## src/rtl/muldiv_sequencer_if.sv

```systemverilog
// Issue/result and ALU-drive signals shared between the execute stage and the
// multiply/divide sequencer.
interface muldiv_sequencer_if #(
  parameter int WIDTH = 32
);
  logic             start;
  logic [1:0]       op;
  logic [WIDTH-1:0] rs;
  logic [WIDTH-1:0] rt;
  logic             wr_hi;
  logic             wr_lo;
  logic [WIDTH-1:0] wr_data;
  logic             busy;
  logic             done;
  logic             div_zero;
  logic [WIDTH-1:0] hi;
  logic [WIDTH-1:0] lo;
  logic [WIDTH-1:0] alu_a;
  logic [WIDTH-1:0] alu_b;
  logic [3:0]       alu_op;
  logic [WIDTH-1:0] alu_s;

  modport slave (
    input  start, op, rs, rt, wr_hi, wr_lo, wr_data, alu_s,
    output busy, done, div_zero, hi, lo, alu_a, alu_b, alu_op
  );

  modport master (
    output start, op, rs, rt, wr_hi, wr_lo, wr_data, alu_s,
    input  busy, done, div_zero, hi, lo, alu_a, alu_b, alu_op
  );
endinterface

```

## src/rtl/muldiv_sequencer.sv

```systemverilog
// MULT/MULTU/DIV/DIVU sequencer: one shift-add or restoring-divide step per
// cycle through the shared ALU; owns HI/LO.
module muldiv_sequencer #(
  parameter int WIDTH = 32,
  parameter int ITERS = 32
) (
  input  logic          clock,
  input  logic          reset_n,
  muldiv_sequencer_if.slave bus
);

  localparam logic [1:0] S_IDLE = 2'd0;
  localparam logic [1:0] S_PREP = 2'd1;
  localparam logic [1:0] S_ITER = 2'd2;
  localparam logic [1:0] S_FIX  = 2'd3;

  localparam logic [3:0] ALU_NOP = 4'b0000;
  localparam logic [3:0] ALU_ADD = 4'b0010;
  localparam logic [3:0] ALU_SUB = 4'b0110;

  localparam logic [4:0] LAST_ITER = 5'(ITERS - 1);

  logic [1:0]       state_reg;
  logic [1:0]       op_reg;
  logic [WIDTH-1:0] rs_reg;
  logic [WIDTH-1:0] opb_reg;
  logic [WIDTH-1:0] phi_reg;
  logic [WIDTH-1:0] plo_reg;
  logic [4:0]       cnt_reg;
  logic             sign_p_reg;
  logic             sign_r_reg;
  logic [WIDTH-1:0] hi_reg;
  logic [WIDTH-1:0] lo_reg;
  logic             busy_reg;
  logic             done_reg;
  logic             div_zero_reg;

  logic             is_div;
  logic             is_signed;
  logic [WIDTH-1:0] mag_rs;
  logic [WIDTH-1:0] mag_rt;
  logic [WIDTH-1:0] alu_s;
  logic [WIDTH-1:0] alu_a_next;
  logic [WIDTH-1:0] alu_b_next;
  logic [3:0]       alu_op_next;
  logic [WIDTH:0]   sh;
  logic             carry;
  logic             borrow;
  logic             ge;
  logic [WIDTH-1:0] phi_next;
  logic [WIDTH-1:0] plo_next;
  logic [2*WIDTH-1:0] prod;
  logic [2*WIDTH-1:0] prod_neg;

  assign is_div    = op_reg[1];
  assign is_signed = ~op_reg[0];
  assign alu_s     = bus.alu_s;

  // Magnitudes only matter for the signed ops; unsigned ops pass straight through.
  assign mag_rs = (is_signed && rs_reg[WIDTH-1])  ? -rs_reg  : rs_reg;
  assign mag_rt = (is_signed && opb_reg[WIDTH-1]) ? -opb_reg : opb_reg;

  assign sh       = {phi_reg, plo_reg[WIDTH-1]};
  assign prod     = {phi_reg, plo_reg};
  assign prod_neg = -prod;

  always_comb begin
    alu_a_next  = '0;
    alu_b_next  = '0;
    alu_op_next = ALU_NOP;
    if (state_reg == S_ITER) begin
      if (is_div) begin
        alu_op_next = ALU_SUB;
        alu_a_next  = sh[WIDTH-1:0];
        alu_b_next  = opb_reg;
      end else begin
        alu_op_next = ALU_ADD;
        alu_a_next  = phi_reg;
        alu_b_next  = plo_reg[0] ? opb_reg : '0;
      end
    end
  end

  // Carry/borrow are rebuilt from operand and result sign bits since the ALU
  // exposes only a 32-bit sum.
  always_comb begin
    carry  = (alu_a_next[WIDTH-1] & alu_b_next[WIDTH-1]) |
             ((alu_a_next[WIDTH-1] | alu_b_next[WIDTH-1]) & ~alu_s[WIDTH-1]);
    borrow = (~alu_a_next[WIDTH-1] & alu_b_next[WIDTH-1]) |
             ((~alu_a_next[WIDTH-1] | alu_b_next[WIDTH-1]) & alu_s[WIDTH-1]);
    ge     = sh[WIDTH] | ~borrow;
    if (is_div) begin
      phi_next = ge ? alu_s : sh[WIDTH-1:0];
      plo_next = {plo_reg[WIDTH-2:0], ge};
    end else begin
      phi_next = {carry, alu_s[WIDTH-1:1]};
      plo_next = {alu_s[0], plo_reg[WIDTH-1:1]};
    end
  end

  always_ff @(posedge clock or negedge reset_n) begin
    if (!reset_n) begin
      state_reg    <= S_IDLE;
      op_reg       <= '0;
      rs_reg       <= '0;
      opb_reg      <= '0;
      phi_reg      <= '0;
      plo_reg      <= '0;
      cnt_reg      <= '0;
      sign_p_reg   <= 1'b0;
      sign_r_reg   <= 1'b0;
      hi_reg       <= '0;
      lo_reg       <= '0;
      busy_reg     <= 1'b0;
      done_reg     <= 1'b0;
      div_zero_reg <= 1'b0;
    end else begin
      done_reg <= 1'b0;
      case (state_reg)
        S_IDLE: begin
          if (bus.start) begin
            op_reg       <= bus.op;
            rs_reg       <= bus.rs;
            opb_reg      <= bus.rt;
            busy_reg     <= 1'b1;
            div_zero_reg <= 1'b0;
            state_reg    <= S_PREP;
          end else begin
            if (bus.wr_hi) hi_reg <= bus.wr_data;
            if (bus.wr_lo) lo_reg <= bus.wr_data;
          end
        end
        S_PREP: begin
          cnt_reg    <= '0;
          sign_p_reg <= is_signed & (rs_reg[WIDTH-1] ^ opb_reg[WIDTH-1]);
          sign_r_reg <= is_signed & rs_reg[WIDTH-1];
          if (is_div && (opb_reg == '0)) begin
            // Divide by zero: stage the fixed result so FIX just copies it out.
            phi_reg      <= rs_reg;
            plo_reg      <= '1;
            sign_p_reg   <= 1'b0;
            sign_r_reg   <= 1'b0;
            div_zero_reg <= 1'b1;
            state_reg    <= S_FIX;
          end else if (is_div) begin
            phi_reg   <= '0;
            plo_reg   <= mag_rs;
            opb_reg   <= mag_rt;
            state_reg <= S_ITER;
          end else begin
            phi_reg   <= '0;
            plo_reg   <= mag_rt;
            opb_reg   <= mag_rs;
            state_reg <= S_ITER;
          end
        end
        S_ITER: begin
          phi_reg <= phi_next;
          plo_reg <= plo_next;
          cnt_reg <= cnt_reg + 5'd1;
          if (cnt_reg == LAST_ITER) state_reg <= S_FIX;
        end
        S_FIX: begin
          if (is_div) begin
            lo_reg <= sign_p_reg ? -plo_reg : plo_reg;
            hi_reg <= sign_r_reg ? -phi_reg : phi_reg;
          end else begin
            {hi_reg, lo_reg} <= sign_p_reg ? prod_neg : prod;
          end
          busy_reg  <= 1'b0;
          done_reg  <= 1'b1;
          state_reg <= S_IDLE;
        end
        default: state_reg <= S_IDLE;
      endcase
    end
  end

  assign bus.busy     = busy_reg;
  assign bus.done     = done_reg;
  assign bus.div_zero = div_zero_reg;
  assign bus.hi       = hi_reg;
  assign bus.lo       = lo_reg;
  assign bus.alu_a    = alu_a_next;
  assign bus.alu_b    = alu_b_next;
  assign bus.alu_op   = alu_op_next;

endmodule

```

## src/flat_wrapper.sv

```systemverilog
// flat-port wrapper written by rule: the top's interface ports become plain ports
module muldiv_sequencer_flat 
#(
  parameter int WIDTH = 32,
  parameter int ITERS = 32
)
  (clock, reset_n, bus_start, bus_op, bus_rs, bus_rt, bus_wr_hi, bus_wr_lo, bus_wr_data, bus_alu_s, bus_busy, bus_done, bus_div_zero, bus_hi, bus_lo, bus_alu_a, bus_alu_b, bus_alu_op);
  muldiv_sequencer_if #(.WIDTH(WIDTH)) bus_i ();
  input  logic clock;
  input  logic reset_n;
  input wire logic [$bits(bus_i.start)-1:0] bus_start;
  input wire logic [$bits(bus_i.op)-1:0] bus_op;
  input wire logic [$bits(bus_i.rs)-1:0] bus_rs;
  input wire logic [$bits(bus_i.rt)-1:0] bus_rt;
  input wire logic [$bits(bus_i.wr_hi)-1:0] bus_wr_hi;
  input wire logic [$bits(bus_i.wr_lo)-1:0] bus_wr_lo;
  input wire logic [$bits(bus_i.wr_data)-1:0] bus_wr_data;
  input wire logic [$bits(bus_i.alu_s)-1:0] bus_alu_s;
  output wire logic [$bits(bus_i.busy)-1:0] bus_busy;
  output wire logic [$bits(bus_i.done)-1:0] bus_done;
  output wire logic [$bits(bus_i.div_zero)-1:0] bus_div_zero;
  output wire logic [$bits(bus_i.hi)-1:0] bus_hi;
  output wire logic [$bits(bus_i.lo)-1:0] bus_lo;
  output wire logic [$bits(bus_i.alu_a)-1:0] bus_alu_a;
  output wire logic [$bits(bus_i.alu_b)-1:0] bus_alu_b;
  output wire logic [$bits(bus_i.alu_op)-1:0] bus_alu_op;
  assign bus_i.start = bus_start;
  assign bus_i.op = bus_op;
  assign bus_i.rs = bus_rs;
  assign bus_i.rt = bus_rt;
  assign bus_i.wr_hi = bus_wr_hi;
  assign bus_i.wr_lo = bus_wr_lo;
  assign bus_i.wr_data = bus_wr_data;
  assign bus_i.alu_s = bus_alu_s;
  assign bus_busy = bus_i.busy;
  assign bus_done = bus_i.done;
  assign bus_div_zero = bus_i.div_zero;
  assign bus_hi = bus_i.hi;
  assign bus_lo = bus_i.lo;
  assign bus_alu_a = bus_i.alu_a;
  assign bus_alu_b = bus_i.alu_b;
  assign bus_alu_op = bus_i.alu_op;
  muldiv_sequencer #(.WIDTH(WIDTH), .ITERS(ITERS)) u_core (.clock(clock), .reset_n(reset_n), .bus(bus_i));
endmodule
```

## config.mk

```make
export PLATFORM = sky130hd
export DESIGN_NAME = muldiv_sequencer_flat
export DESIGN_NICKNAME = d
export VERILOG_FILES = /design/src/rtl/muldiv_sequencer_if.sv /design/src/rtl/muldiv_sequencer.sv /design/src/flat_wrapper.sv
export SDC_FILE = /design/constraint.sdc
export NUM_CORES = 1
export LEC_CHECK = 0
export ABC_AREA = 0
export CAP_MARGIN = 20
export CORE_MARGIN = 2
export CORE_UTILIZATION = 45
export CTS_BUF_LIST = sky130_fd_sc_hd__clkbuf_16
export DETAILED_ROUTE_END_ITERATION = 10
export GPL_TIMING_DRIVEN = 0
export PLACE_DENSITY = 0.7
export SYNTH_ARGS = -nofsm -noshare
export SYNTH_HDL_FRONTEND = slang
export SYNTH_SLANG_ARGS = --single-unit
```

## constraint.sdc

```tcl
create_clock -name clock -period 6.1 [get_ports clock]
set_input_delay 1.22 -clock clock [delete_from_list [all_inputs] [get_ports clock]]
set_output_delay 1.22 -clock clock [all_outputs]
set_load 0.02 [all_outputs]
```

==> results of run 1 <==
==> cell usage after synthesis, types with 29 or more instances <==
library cell,instances,area share [%]
sky130_fd_sc_hd__and2_1,38,1.6
sky130_fd_sc_hd__nor2_1,176,4.5
sky130_fd_sc_hd__a21oi_1,135,4.6
sky130_fd_sc_hd__nor4_1,33,1.4
sky130_fd_sc_hd__mux2_2,50,3.9
sky130_fd_sc_hd__a221o_1,34,2.3
sky130_fd_sc_hd__dfrtp_1,206,35
sky130_fd_sc_hd__xnor2_1,49,2.9
sky130_fd_sc_hd__mux2i_1,95,6.5
sky130_fd_sc_hd__xor2_1,61,3.7
sky130_fd_sc_hd__clkbuf_1,133,3.4
sky130_fd_sc_hd__nand2_1,140,3.6
sky130_fd_sc_hd__a211oi_1,33,1.7
sky130_fd_sc_hd__o21ai_0,149,5.1
sky130_fd_sc_hd__nor3_1,29,1.0
==> area by class of cell <==
class,instances,share of cell area [%]
Tap cell,402,2.71
Sequential cell,206,27.7
Clock buffer,25,3.37
Clock inverter,19,0.788
Inverter,28,0.566
Multi-Input combinational cell,1348,46.9
Timing Repair Buffer,271,14.7
Buffer,157,3.27
==> path summary, 6_finish.rpt <==
path / to / start / depth (start not counted) / slack, ns
worst max register to register: u_core.phi_reg[13] / u_core.state_reg[0] / 10 / 2.09
max in group asynchronous: u_core.opb_reg[3] / reset_n / 2 / 4.34
worst min-delay path: u_core.bus.hi[6] / u_core.bus.hi[6] / 1 / 0.48
worst min register to register: u_core.bus.hi[6] / u_core.bus.hi[6] / 1 / 0.48
worst max-delay path: bus_alu_a[1] / u_core.op_reg[1] / 8 / 0.28
min in group asynchronous: u_core.bus.lo[6] / reset_n / 1 / 0.69
==> layer usage <==
| layer | wire length, µm | part of all wire (%) | vias to the layer above | global-route usage (%) |
|---|---|---|---|---|
| li1 | - | - | 6951 | - |
| met5 | 0 | 0 | - | 0 |
| met2 | 29300 | 46 | 878 | 61.1 |
| met1 | 25300 | 40 | 7468 | 46.9 |
| met3 | 5090 | 8.0 | 214 | 5.25 |
| met4 | 4310 | 6.7 | 0 | 21.9 |
==> cell usage in the layout (no fill, tap or decap), types with 29 or more instances in the layout <==
master / Yosys / final
sky130_fd_sc_hd__clkdlybuf4s50_1: 0 / 266
sky130_fd_sc_hd__dfrtp_1: 206 / 206
sky130_fd_sc_hd__nor2_1: 176 / 176
sky130_fd_sc_hd__o21ai_0: 149 / 149
sky130_fd_sc_hd__nand2_1: 140 / 140
sky130_fd_sc_hd__a21oi_1: 135 / 135
sky130_fd_sc_hd__clkbuf_1: 133 / 131
sky130_fd_sc_hd__mux2i_1: 95 / 95
sky130_fd_sc_hd__xor2_1: 61 / 61
sky130_fd_sc_hd__mux2_2: 50 / 50
sky130_fd_sc_hd__xnor2_1: 49 / 49
sky130_fd_sc_hd__and2_1: 38 / 38
sky130_fd_sc_hd__a221o_1: 34 / 34
sky130_fd_sc_hd__nor4_1: 33 / 33
sky130_fd_sc_hd__a211oi_1: 33 / 33
sky130_fd_sc_hd__inv_1: 28 / 31
sky130_fd_sc_hd__nor3_1: 29 / 29
==> critical path, delay by kind of cell, from the launching register on <==
kind | cells | cell delay, ns
buffers and inverters | 6 | 3.38
AND/OR/NAND/NOR | 1 | 0.18
flip-flops | 1 | 0.32
multiplexers | 1 | 0.16
==> cells by family (layout without fill, tap and decap cells) <==
family,Yosys count,after routing,synth area share [%]
and+or+nand+nor,546,546,18.2
DFF,206,206,35.4
adders and majority gates,10,10,0.859
xor gates and xnor gates,110,110,6.62
other,1,2,0.0258
muxes,145,145,10.4
AOI/OAI and AO/OA,535,535,23.7
buffers and inverters,185,500,4.84
==> power by group through the flow <==
stage	Sequential, W	Combinational, W	Clock [W]
after floorplan	0.00274	0.00446	0
after global placement	0.00274	0.00734	0
after detailed placement	0.00276	0.00741	0
after CTS	0.00274	0.00746	0.00144
after global routing	0.00284	0.00810	0.00149
final	0.00278	0.00761	0.00143
==> stage by stage <==
stage          instance area (µm²)  worst slack (ns)  total power (W)  hold slack [ns]  util, %
2_1_floorplan                14600              2.54          0.00720            0.479        -
3_3_place_gp                 17700             -5.03           0.0101            0.462     55.9
3_5_place_dp                 17800             0.723           0.0102            0.467     56.1
4_1_cts                      18600             0.142           0.0116            0.480     58.5
5_1_grt                      18600             0.214           0.0124            0.504     58.6
6_report                     18600             0.278           0.0118            0.478     58.6
==> impl_metrics.xml, run 1 <==
<?xml version="1.0" encoding="UTF-8"?>
<metrics>
  <group name="grt">
    <metric name="global_route_wire_length_before_repair" unit="µm">94400</metric>
    <metric name="antenna_found_initial" unit="">0</metric>
    <metric name="gr-usage-all-layers" unit="%">37.2</metric>
    <metric name="first_global_vias" unit="">15000</metric>
    <metric name="globalRouteOverflowTotal" unit="">0</metric>
    <metric name="maximum_number_of_pins_on_one_net_before_global_route_repair" unit="">112</metric>
  </group>
  <group name="sta">
    <metric name="finalSetupTns" unit="ns">0</metric>
    <metric name="fin_worst_skew" unit="ns">0.0357</metric>
    <metric name="fmaxAchievable" unit="MHz">172</metric>
    <metric name="timing_hold_violations_final" unit="">0</metric>
    <metric name="setup_repair_after_global_routing_missed_its_margin" unit="">false</metric>
    <metric name="report.final.slew_viol_count" unit="">0</metric>
    <metric name="slew_headroom" unit="%">27.5</metric>
    <metric name="layout_worst_path_cycle_share" unit="%">95.4</metric>
    <metric name="finalSetupViolCount" unit="">0</metric>
    <metric name="worst_slew_pin_slew" unit="ns">1.08</metric>
    <metric name="crit_path_time_final" unit="ns">5.82</metric>
  </group>
  <group name="critical_path">
    <metric name="critical_path_cell_sequence" unit="">clkbuf_1 &gt; clkbuf_1 &gt; clkdlybuf4s15_1 &gt; buf_1 &gt; clkbuf_1 &gt; mux2i_1 &gt; nor2_1 &gt; clkdlybuf4s50_1</metric>
    <metric name="slowest_stage" unit="">sky130_fd_sc_hd__clkdlybuf4s15_1</metric>
    <metric name="worstPathArrival" unit="ns">4.60</metric>
    <metric name="cp-end-kind" unit="">output pin</metric>
    <metric name="worstPathMaxFanout" unit="">10</metric>
    <metric name="worst_setup_path_start_kind" unit="">flop</metric>
    <metric name="crit_type" unit="">reg2out</metric>
    <metric name="critical_path.most_common_cell" unit="">sky130_fd_sc_hd__clkbuf_1</metric>
    <metric name="critical_path_required" unit="ns">4.88</metric>
    <metric name="slowest_delay" unit="ns">0.77</metric>
  </group>
  <group name="clock_network">
    <metric name="cts_hold_buf" unit="">0</metric>
    <metric name="postCtsSetupBuffers" unit="">0</metric>
    <metric name="clk_latency" unit="ns">0.55</metric>
    <metric name="cts_repair_resize_count" unit="">0</metric>
    <metric name="clock_sink_count" unit="">206</metric>
    <metric name="ctsLongestPathBuffers" unit="">3</metric>
    <metric name="cts.root.buffer_cell" unit="">sky130_fd_sc_hd__clkbuf_16</metric>
    <metric name="cts.reportedPaths.clkPinSlew" unit="ns">0.06</metric>
    <metric name="cts_buf_count" unit="">24</metric>
    <metric name="ctsHtreeMaxLevel" unit="">1</metric>
    <metric name="tritoncts" unit="">done</metric>
  </group>
  <group name="synthesis">
    <metric name="postSynthRegisterBits" unit="">206</metric>
    <metric name="synth-async-reset-ratio" unit="%">100</metric>
    <metric name="synthesis.instances" unit="">1738</metric>
    <metric name="ys.flop_type" unit="">sky130_fd_sc_hd__dfrtp_1</metric>
    <metric name="yosys_warnings" unit="">0</metric>
    <metric name="synth.distinct_cells" unit="">76</metric>
    <metric name="synth.yosys.seq_area_share" unit="%">35.4</metric>
    <metric name="synth-edff-count" unit="">0</metric>
    <metric name="synth_area_per_cell" unit="µm²">8.38</metric>
    <metric name="post_synth_instance_area" unit="µm²">14600</metric>
  </group>
  <group name="floorplanning">
    <metric name="placementRows" unit="">65</metric>
    <metric name="initial_utilization" unit="%">45.9</metric>
    <metric name="die_area" unit="µm²">33800</metric>
    <metric name="dieWidth" unit="µm">184</metric>
    <metric name="core_region_area" unit="µm²">31700</metric>
    <metric name="design.portCount" unit="">270</metric>
    <metric name="die-height" unit="µm">184</metric>
  </group>
  <group name="worst_hold_path">
    <metric name="worst_hold_path_type" unit="">reg2reg</metric>
  </group>
  <group name="pwr">
    <metric name="cellPowerDensity" unit="nW/µm²">637</metric>
    <metric name="pwr-share-clk" unit="%">12.1</metric>
    <metric name="p_leak" unit="nW">7.44</metric>
    <metric name="swShare" unit="%">52.8</metric>
    <metric name="power_report.internal_total" unit="W">0.00558</metric>
    <metric name="seq_pwr_share" unit="%">23.5</metric>
    <metric name="switching_power" unit="W">0.00625</metric>
    <metric name="relative_contribution_of_combinational_cells_to_total_power" unit="%">64.4</metric>
    <metric name="peakVddDrop" unit="mV">0.297</metric>
  </group>
  <group name="cells_and_area">
    <metric name="seqCellArea" unit="µm²">5150</metric>
    <metric name="areaGrowthSynthToFinish" unit="%">27.6</metric>
    <metric name="antenna_cells_inserted" unit="">0</metric>
    <metric name="multi_input_comb_area" unit="µm²">8710</metric>
    <metric name="nFillCells" unit="">2860</metric>
    <metric name="final_nets" unit="">2181</metric>
    <metric name="drive_gt1_share" unit="%">5.55</metric>
    <metric name="final-instance-count-excl-fill" unit="">2456</metric>
  </group>
  <group name="detailed_routing">
    <metric name="drt_first_iter_violations" unit="">1440</metric>
    <metric name="dr_total_vias" unit="">15500</metric>
    <metric name="avgViaCountPerCell" unit="">6.32</metric>
    <metric name="totalWireLength" unit="µm">64000</metric>
    <metric name="drt-pass1-iter-count" unit="">9</metric>
    <metric name="wl_per_instance" unit="µm">26.1</metric>
    <metric name="route.detailed.drc" unit="">0</metric>
    <metric name="post_route_antenna_net_violation_count" unit="">0</metric>
  </group>
  <group name="place">
    <metric name="place.gp.congestion" unit="">0.987</metric>
    <metric name="placed_cells_incl_taps" unit="">2411</metric>
    <metric name="hpwlAfterDp" unit="µm">50300</metric>
    <metric name="placement.io_buffers" unit="">267</metric>
  </group>
  <group name="flow_run">
    <metric name="timing.max_cap.violations" unit="">0</metric>
  </group>
  <group name="status">
    <metric name="outcome" unit="">finished, final reports clean</metric>
  </group>
</metrics>
Power figures use the tool's default switching activity.
==> run 2: changes to the inputs <==
--- a/config.mk
+++ b/config.mk
@@ -6,7 +6,6 @@
 export NUM_CORES = 1
 export LEC_CHECK = 0
 export ABC_AREA = 0
-export CAP_MARGIN = 20
 export CORE_MARGIN = 2
 export CORE_UTILIZATION = 45
 export CTS_BUF_LIST = sky130_fd_sc_hd__clkbuf_16
==> impl_metrics.xml, run 2 (same netlist as run 1, synthesis figures left out) <==
<?xml version="1.0" encoding="UTF-8"?>
<metrics>
  <group name="critical_path">
    <metric name="worstPathArrival" unit="ns">4.55</metric>
    <metric name="crit_type" unit="">reg2out</metric>
    <metric name="length_in_cells_of_the_worst_reg_to_reg_path" unit="">10</metric>
    <metric name="worstPathMaxFanout" unit="">10</metric>
    <metric name="cp-end-kind" unit="">output pin</metric>
    <metric name="critical_path.reg2reg.endpoint" unit="">u_core.bus.hi[4]</metric>
    <metric name="worst_setup_path_start_kind" unit="">flop</metric>
    <metric name="critical_path_required" unit="ns">4.88</metric>
    <metric name="rr_startpoint" unit="">u_core.plo_reg[0]</metric>
    <metric name="rrSetupSlack" unit="ns">1.83</metric>
  </group>
  <group name="clock_network">
    <metric name="cts.reportedPaths.clkPinSlew" unit="ns">0.06</metric>
    <metric name="clock_sink_count" unit="">206</metric>
    <metric name="cts_buf_count" unit="">24</metric>
    <metric name="postCtsSetupBuffers" unit="">0</metric>
    <metric name="cts.root.buffer_cell" unit="">sky130_fd_sc_hd__clkbuf_16</metric>
    <metric name="ctsLongestPathBuffers" unit="">3</metric>
    <metric name="tritoncts" unit="">done</metric>
    <metric name="ctsHtreeMaxLevel" unit="">1</metric>
    <metric name="clk_latency" unit="ns">0.53</metric>
  </group>
  <group name="cells_and_area">
    <metric name="finalCoreUtilization" unit="%">58.6</metric>
    <metric name="areaGrowthSynthToFinish" unit="%">27.6</metric>
    <metric name="final_nets" unit="">2178</metric>
    <metric name="mostFrequentLayoutCell" unit="">sky130_fd_sc_hd__clkdlybuf4s50_1</metric>
    <metric name="drive_gt1_share" unit="%">5.27</metric>
    <metric name="layout_common_cells" unit="">sky130_fd_sc_hd__clkdlybuf4s50_1, sky130_fd_sc_hd__dfrtp_1, sky130_fd_sc_hd__nor2_1, sky130_fd_sc_hd__o21ai_0, sky130_fd_sc_hd__nand2_1</metric>
    <metric name="layout.cell_area.non_filler" unit="µm²">18600</metric>
    <metric name="final-instance-count-excl-fill" unit="">2451</metric>
    <metric name="antenna_cells_inserted" unit="">0</metric>
  </group>
  <group name="detailed_routing">
    <metric name="drt-pass1-iter-count" unit="">5</metric>
    <metric name="route.detailed.drc" unit="">0</metric>
    <metric name="dr_total_vias" unit="">15400</metric>
    <metric name="wl_per_instance" unit="µm">26.2</metric>
    <metric name="drt_first_iter_violations" unit="">1445</metric>
    <metric name="avgViaCountPerCell" unit="">6.28</metric>
    <metric name="post_route_antenna_net_violation_count" unit="">0</metric>
    <metric name="totalWireLength" unit="µm">64200</metric>
  </group>
  <group name="place">
    <metric name="dpl-instance-area" unit="µm²">17800</metric>
    <metric name="placement.io_buffers" unit="">267</metric>
    <metric name="hpwlAfterDp" unit="µm">50300</metric>
    <metric name="placement.setup.worst_slack" unit="ns">0.676</metric>
    <metric name="placed_cells_incl_taps" unit="">2409</metric>
    <metric name="place.gp.congestion" unit="">0.987</metric>
  </group>
  <group name="floorplanning">
    <metric name="placementRows" unit="">65</metric>
    <metric name="die_area" unit="µm²">33800</metric>
    <metric name="initial_utilization" unit="%">45.9</metric>
    <metric name="dieWidth" unit="µm">184</metric>
    <metric name="die-height" unit="µm">184</metric>
    <metric name="design.portCount" unit="">270</metric>
    <metric name="core_region_area" unit="µm²">31700</metric>
  </group>
  <group name="sta">
    <metric name="timing_hold_violations_final" unit="">0</metric>
    <metric name="setup_repair_after_global_routing_missed_its_margin" unit="">false</metric>
    <metric name="fin_worst_skew" unit="ns">0.00809</metric>
    <metric name="fmaxAchievable" unit="MHz">173</metric>
    <metric name="report.final.slew_viol_count" unit="">0</metric>
    <metric name="finalSetupViolCount" unit="">0</metric>
    <metric name="slack_of_the_critical_path" unit="ns">0.331</metric>
    <metric name="finalSetupTns" unit="ns">0</metric>
    <metric name="layout_worst_path_cycle_share" unit="%">94.6</metric>
    <metric name="crit_path_time_final" unit="ns">5.77</metric>
    <metric name="slew_headroom" unit="%">12.5</metric>
    <metric name="worst_slew_pin_slew" unit="ns">1.30</metric>
  </group>
  <group name="worst_hold_path">
    <metric name="worst_hold_path_type" unit="">reg2reg</metric>
    <metric name="depth_of_the_worst_hold_timing_path" unit="">1</metric>
    <metric name="min_delay_worst_endpoint" unit="">u_core.bus.hi[6]</metric>
    <metric name="hold_path_startpoint" unit="">u_core.bus.hi[6]</metric>
  </group>
  <group name="grt">
    <metric name="globalRouteOverflowTotal" unit="">0</metric>
    <metric name="first_global_vias" unit="">15100</metric>
    <metric name="global_route_wire_length_before_repair" unit="µm">94600</metric>
    <metric name="antenna_found_initial" unit="">0</metric>
    <metric name="maximum_number_of_pins_on_one_net_before_global_route_repair" unit="">112</metric>
    <metric name="gr-usage-all-layers" unit="%">37.3</metric>
  </group>
  <group name="pwr">
    <metric name="peakVddDrop" unit="mV">0.286</metric>
    <metric name="p_leak" unit="nW">7.43</metric>
    <metric name="cellPowerDensity" unit="nW/µm²">640</metric>
  </group>
  <group name="status">
    <metric name="outcome" unit="">finished, final reports clean</metric>
  </group>
  <group name="flow_run">
    <metric name="timing.max_cap.violations" unit="">0</metric>
  </group>
</metrics>
run 2: through the flow:
| stage | total power (W) | hold WS, ns |
|---|---|---|
| after floorplan | 0.00720 | 0.479 |
| after global placement | 0.0101 | 0.462 |
| after detailed placement | 0.0102 | 0.467 |
| after CTS | 0.0117 | 0.479 |
| after global routing | 0.0125 | 0.492 |
| final | 0.0119 | 0.475 |
run 2: area by class of cell:
type / instances / area, µm²
clock inverter: 17 / 176
tap: 402 / 503
multi-input combinational: 1348 / 8710
sequential: 206 / 5150
fill: 2914 / 13100
clock buffer: 25 / 626
inverter: 28 / 105
timing repair buffer: 268 / 2710
buffer: 157 / 601
run 2: worst max path at each step:
stage / slack (ns) / to / from / cells after the start
after floorplan: 2.54 / bus_alu_a[10] / u_core.op_reg[1] / 7
after global placement: -5.03 / u_core.rs_reg[24] / reset_n / 1
after detailed placement: 0.68 / bus_alu_a[8] / u_core.op_reg[1] / 8
after CTS: 0.11 / bus_alu_a[8] / u_core.op_reg[1] / 8
after global routing: 0.24 / bus_alu_a[16] / u_core.op_reg[1] / 8
final: 0.33 / bus_alu_a[1] / u_core.op_reg[1] / 8
run 2: per-layer routing:
layer,wire (µm),global-route usage [%],vias up
li1,-,-,6925
met1,25600,46.6,7445
met2,29500,61.0,824
met3,4810,5.55,209
met4,4210,22.4,0
met5,0,0,-
run 2: where the power goes:
group / leakage (nW) / internal (W) / total [W] / switching, W
clock: 0.398 / 0.000902 / 0.00150 / 0.000595
sequential: 2.50 / 0.00200 / 0.00278 / 0.000777
combinational: 4.53 / 0.00275 / 0.00762 / 0.00487
run 2: timing repair:
item                       CTS  global route
setup endpoints to repair    0            27
resized for setup            0             3
hold buffers                 0             0
run 2: critical path, cell delays in order (launching register included):
cell and delay (ns):
sky130_fd_sc_hd__dfrtp_1 0.32, sky130_fd_sc_hd__clkbuf_1 0.36, sky130_fd_sc_hd__clkbuf_1 0.44, sky130_fd_sc_hd__clkbuf_1 0.78, sky130_fd_sc_hd__buf_1 0.57, sky130_fd_sc_hd__clkbuf_1 0.54
sky130_fd_sc_hd__mux2i_1 0.15, sky130_fd_sc_hd__nor2_1 0.19, sky130_fd_sc_hd__clkdlybuf4s50_1 0.64
==> run 3: changes to the inputs <==
--- a/config.mk
+++ b/config.mk
@@ -7,11 +7,11 @@
 export LEC_CHECK = 0
 export ABC_AREA = 0
 export CORE_MARGIN = 2
-export CORE_UTILIZATION = 45
+export CORE_UTILIZATION = 35
 export CTS_BUF_LIST = sky130_fd_sc_hd__clkbuf_16
 export DETAILED_ROUTE_END_ITERATION = 10
 export GPL_TIMING_DRIVEN = 0
-export PLACE_DENSITY = 0.7
+export PLACE_DENSITY = 0.57
 export SYNTH_ARGS = -nofsm -noshare
 export SYNTH_HDL_FRONTEND = slang
 export SYNTH_SLANG_ARGS = --single-unit
==> constraint.sdc (replaced) <==
create_clock -name clock -period 6.1 [get_ports clock]
set_input_delay 1.525 -clock clock [delete_from_list [all_inputs] [get_ports clock]]
set_output_delay 1.525 -clock clock [all_outputs]
set_load 0.02 [all_outputs]
==> impl_metrics.xml, run 3 (same netlist as run 1, synthesis figures left out) <==
<?xml version="1.0" encoding="UTF-8"?>
<metrics>
  <group name="status">
    <metric name="outcome" unit="">finished, final reports clean</metric>
  </group>
  <group name="sta">
    <metric name="finalSetupTns" unit="ns">0</metric>
    <metric name="slack_of_the_critical_path" unit="ns">0.302</metric>
    <metric name="finalSetupViolCount" unit="">0</metric>
    <metric name="fmaxAchievable" unit="MHz">172</metric>
    <metric name="timing_hold_violations_final" unit="">0</metric>
    <metric name="slew_headroom" unit="%">11.9</metric>
    <metric name="fin_worst_skew" unit="ns">0.0104</metric>
    <metric name="setup_repair_after_global_routing_missed_its_margin" unit="">false</metric>
    <metric name="report.final.slew_viol_count" unit="">0</metric>
    <metric name="crit_path_time_final" unit="ns">5.80</metric>
    <metric name="worst_slew_pin_slew" unit="ns">1.31</metric>
    <metric name="layout_worst_path_cycle_share" unit="%">95.1</metric>
  </group>
  <group name="critical_path">
    <metric name="worst_setup_path_start_kind" unit="">flop</metric>
    <metric name="critical_path_required" unit="ns">4.58</metric>
    <metric name="critical_path.most_common_cell" unit="">sky130_fd_sc_hd__clkbuf_1</metric>
    <metric name="critical_path_cell_sequence" unit="">clkbuf_1 &gt; clkbuf_1 &gt; clkbuf_2 &gt; buf_1 &gt; clkbuf_1 &gt; mux2i_1 &gt; nor2_1 &gt; clkdlybuf4s50_1</metric>
    <metric name="cp-end-kind" unit="">output pin</metric>
    <metric name="slowest_delay" unit="ns">0.63</metric>
    <metric name="worstPathArrival" unit="ns">4.27</metric>
    <metric name="crit_type" unit="">reg2out</metric>
    <metric name="slowest_stage" unit="">sky130_fd_sc_hd__clkdlybuf4s50_1</metric>
    <metric name="worstPathMaxFanout" unit="">10</metric>
  </group>
  <group name="cells_and_area">
    <metric name="nFillCells" unit="">4098</metric>
    <metric name="antenna_cells_inserted" unit="">0</metric>
    <metric name="drive_gt1_share" unit="%">5.22</metric>
    <metric name="areaGrowthSynthToFinish" unit="%">28.4</metric>
    <metric name="final_nets" unit="">2178</metric>
    <metric name="final-instance-count-excl-fill" unit="">2582</metric>
    <metric name="mostFrequentLayoutCell" unit="">sky130_fd_sc_hd__clkdlybuf4s50_1</metric>
    <metric name="layout_common_cells" unit="">sky130_fd_sc_hd__clkdlybuf4s50_1, sky130_fd_sc_hd__dfrtp_1, sky130_fd_sc_hd__nor2_1, sky130_fd_sc_hd__o21ai_0, sky130_fd_sc_hd__nand2_1</metric>
    <metric name="layout.cell_area.non_filler" unit="µm²">18700</metric>
  </group>
  <group name="clock_network">
    <metric name="ctsHtreeMaxLevel" unit="">1</metric>
    <metric name="cts.root.buffer_cell" unit="">sky130_fd_sc_hd__clkbuf_16</metric>
    <metric name="postCtsSetupBuffers" unit="">0</metric>
    <metric name="tritoncts" unit="">done</metric>
    <metric name="ctsLongestPathBuffers" unit="">3</metric>
    <metric name="cts_buf_count" unit="">24</metric>
    <metric name="cts_hold_buf" unit="">0</metric>
    <metric name="cts.reportedPaths.clkPinSlew" unit="ns">0.06</metric>
    <metric name="clock_sink_count" unit="">206</metric>
    <metric name="clk_latency" unit="ns">0.55</metric>
  </group>
  <group name="floorplanning">
    <metric name="initial_utilization" unit="%">35.6</metric>
    <metric name="die_area" unit="µm²">43200</metric>
    <metric name="placementRows" unit="">74</metric>
    <metric name="core_region_area" unit="µm²">40900</metric>
    <metric name="dieWidth" unit="µm">208</metric>
    <metric name="design.portCount" unit="">270</metric>
    <metric name="die-height" unit="µm">208</metric>
  </group>
  <group name="detailed_routing">
    <metric name="avgViaCountPerCell" unit="">5.89</metric>
    <metric name="dr_total_vias" unit="">15200</metric>
    <metric name="post_route_antenna_net_violation_count" unit="">0</metric>
    <metric name="drt_first_iter_violations" unit="">1373</metric>
    <metric name="route.detailed.drc" unit="">0</metric>
    <metric name="wl_per_instance" unit="µm">25.3</metric>
    <metric name="totalWireLength" unit="µm">65200</metric>
    <metric name="drt-pass1-iter-count" unit="">7</metric>
  </group>
  <group name="grt">
    <metric name="first_global_vias" unit="">15200</metric>
    <metric name="antenna_found_initial" unit="">0</metric>
    <metric name="global_route_wire_length_before_repair" unit="µm">97400</metric>
    <metric name="maximum_number_of_pins_on_one_net_before_global_route_repair" unit="">110</metric>
    <metric name="gr-usage-all-layers" unit="%">29.4</metric>
    <metric name="globalRouteOverflowTotal" unit="">0</metric>
  </group>
  <group name="pwr">
    <metric name="cellPowerDensity" unit="nW/µm²">630</metric>
    <metric name="p_total" unit="W">0.0118</metric>
    <metric name="peakVddDrop" unit="mV">0.235</metric>
    <metric name="p_leak" unit="nW">7.44</metric>
  </group>
  <group name="place">
    <metric name="dpl-instance-area" unit="µm²">17900</metric>
    <metric name="place.gp.congestion" unit="">0.964</metric>
    <metric name="placement.setup.worst_slack" unit="ns">0.426</metric>
    <metric name="placement.io_buffers" unit="">267</metric>
    <metric name="hpwlAfterDp" unit="µm">51400</metric>
    <metric name="placed_cells_incl_taps" unit="">2539</metric>
  </group>
  <group name="flow_run">
    <metric name="timing.max_cap.violations" unit="">0</metric>
  </group>
  <group name="worst_hold_path">
    <metric name="worst_hold_path_type" unit="">reg2reg</metric>
  </group>
</metrics>
run 3: path summary, 6_finish.rpt:
kind | slack [ns] | end | cells after the start | startpoint
setup / recovery | 0.30 | bus_alu_a[1] | 8 | u_core.op_reg[1]
hold / removal | 0.47 | u_core.bus.lo[9] | 1 | u_core.bus.lo[9]
setup reg to reg | 1.84 | u_core.bus.hi[4] | 10 | u_core.plo_reg[0]
hold reg to reg | 0.47 | u_core.bus.lo[9] | 1 | u_core.bus.lo[9]
max in group asynchronous | 4.04 | u_core.rs_reg[16] | 2 | reset_n
min in group asynchronous | 1.02 | u_core.bus.hi[10] | 1 | reset_n
run 3: metrics by stage:
stage          hold WS, ns  util, %
2_1_floorplan        0.479        -
3_3_place_gp         0.467     43.7
3_5_place_dp         0.465     43.8
4_1_cts              0.478     45.7
5_1_grt              0.491     45.7
6_report             0.472     45.7
run 3: power breakdown:
part	switching (W)	internal, W
registers	0.000801	0.00200
logic	0.00481	0.00274
clock network	0.000603	0.000817
run 3: layer usage:
layer	vias to the layer above	GRT usage [%]	wire [µm]
met5	-	0	0
met4	0	15.4	3620
met3	159	4.00	4870
met2	793	47.9	29800
met1	7295	38.1	27000
li1	6960	-	-
run 3: critical path: cells and delay by family, from the launching register on:
family                 cells  cell delay (ns)
buffers and inverters      6             3.05
DFF                        1             0.32
and+or+nand+nor            1             0.18
muxes                      1             0.16
run 3: cell type report:
cell class                      count  area (µm²)  area share, %
Multi-Input combinational cell   1348        8710           46.6
Sequential cell                   206        5150           27.6
Timing Repair Buffer              268        2710           14.5
Tap cell                          532         666           3.56
Clock buffer                       25         626           3.35
Buffer                            157         602           3.22
Clock inverter                     18         125          0.669
Inverter                           28         105          0.562
run 3: timing repair:
action                                  4_1_cts  5_1_grt
endpoints found under the setup margin       29       31
resized for setup                             1        3
hold endpoints to repair                      0        0
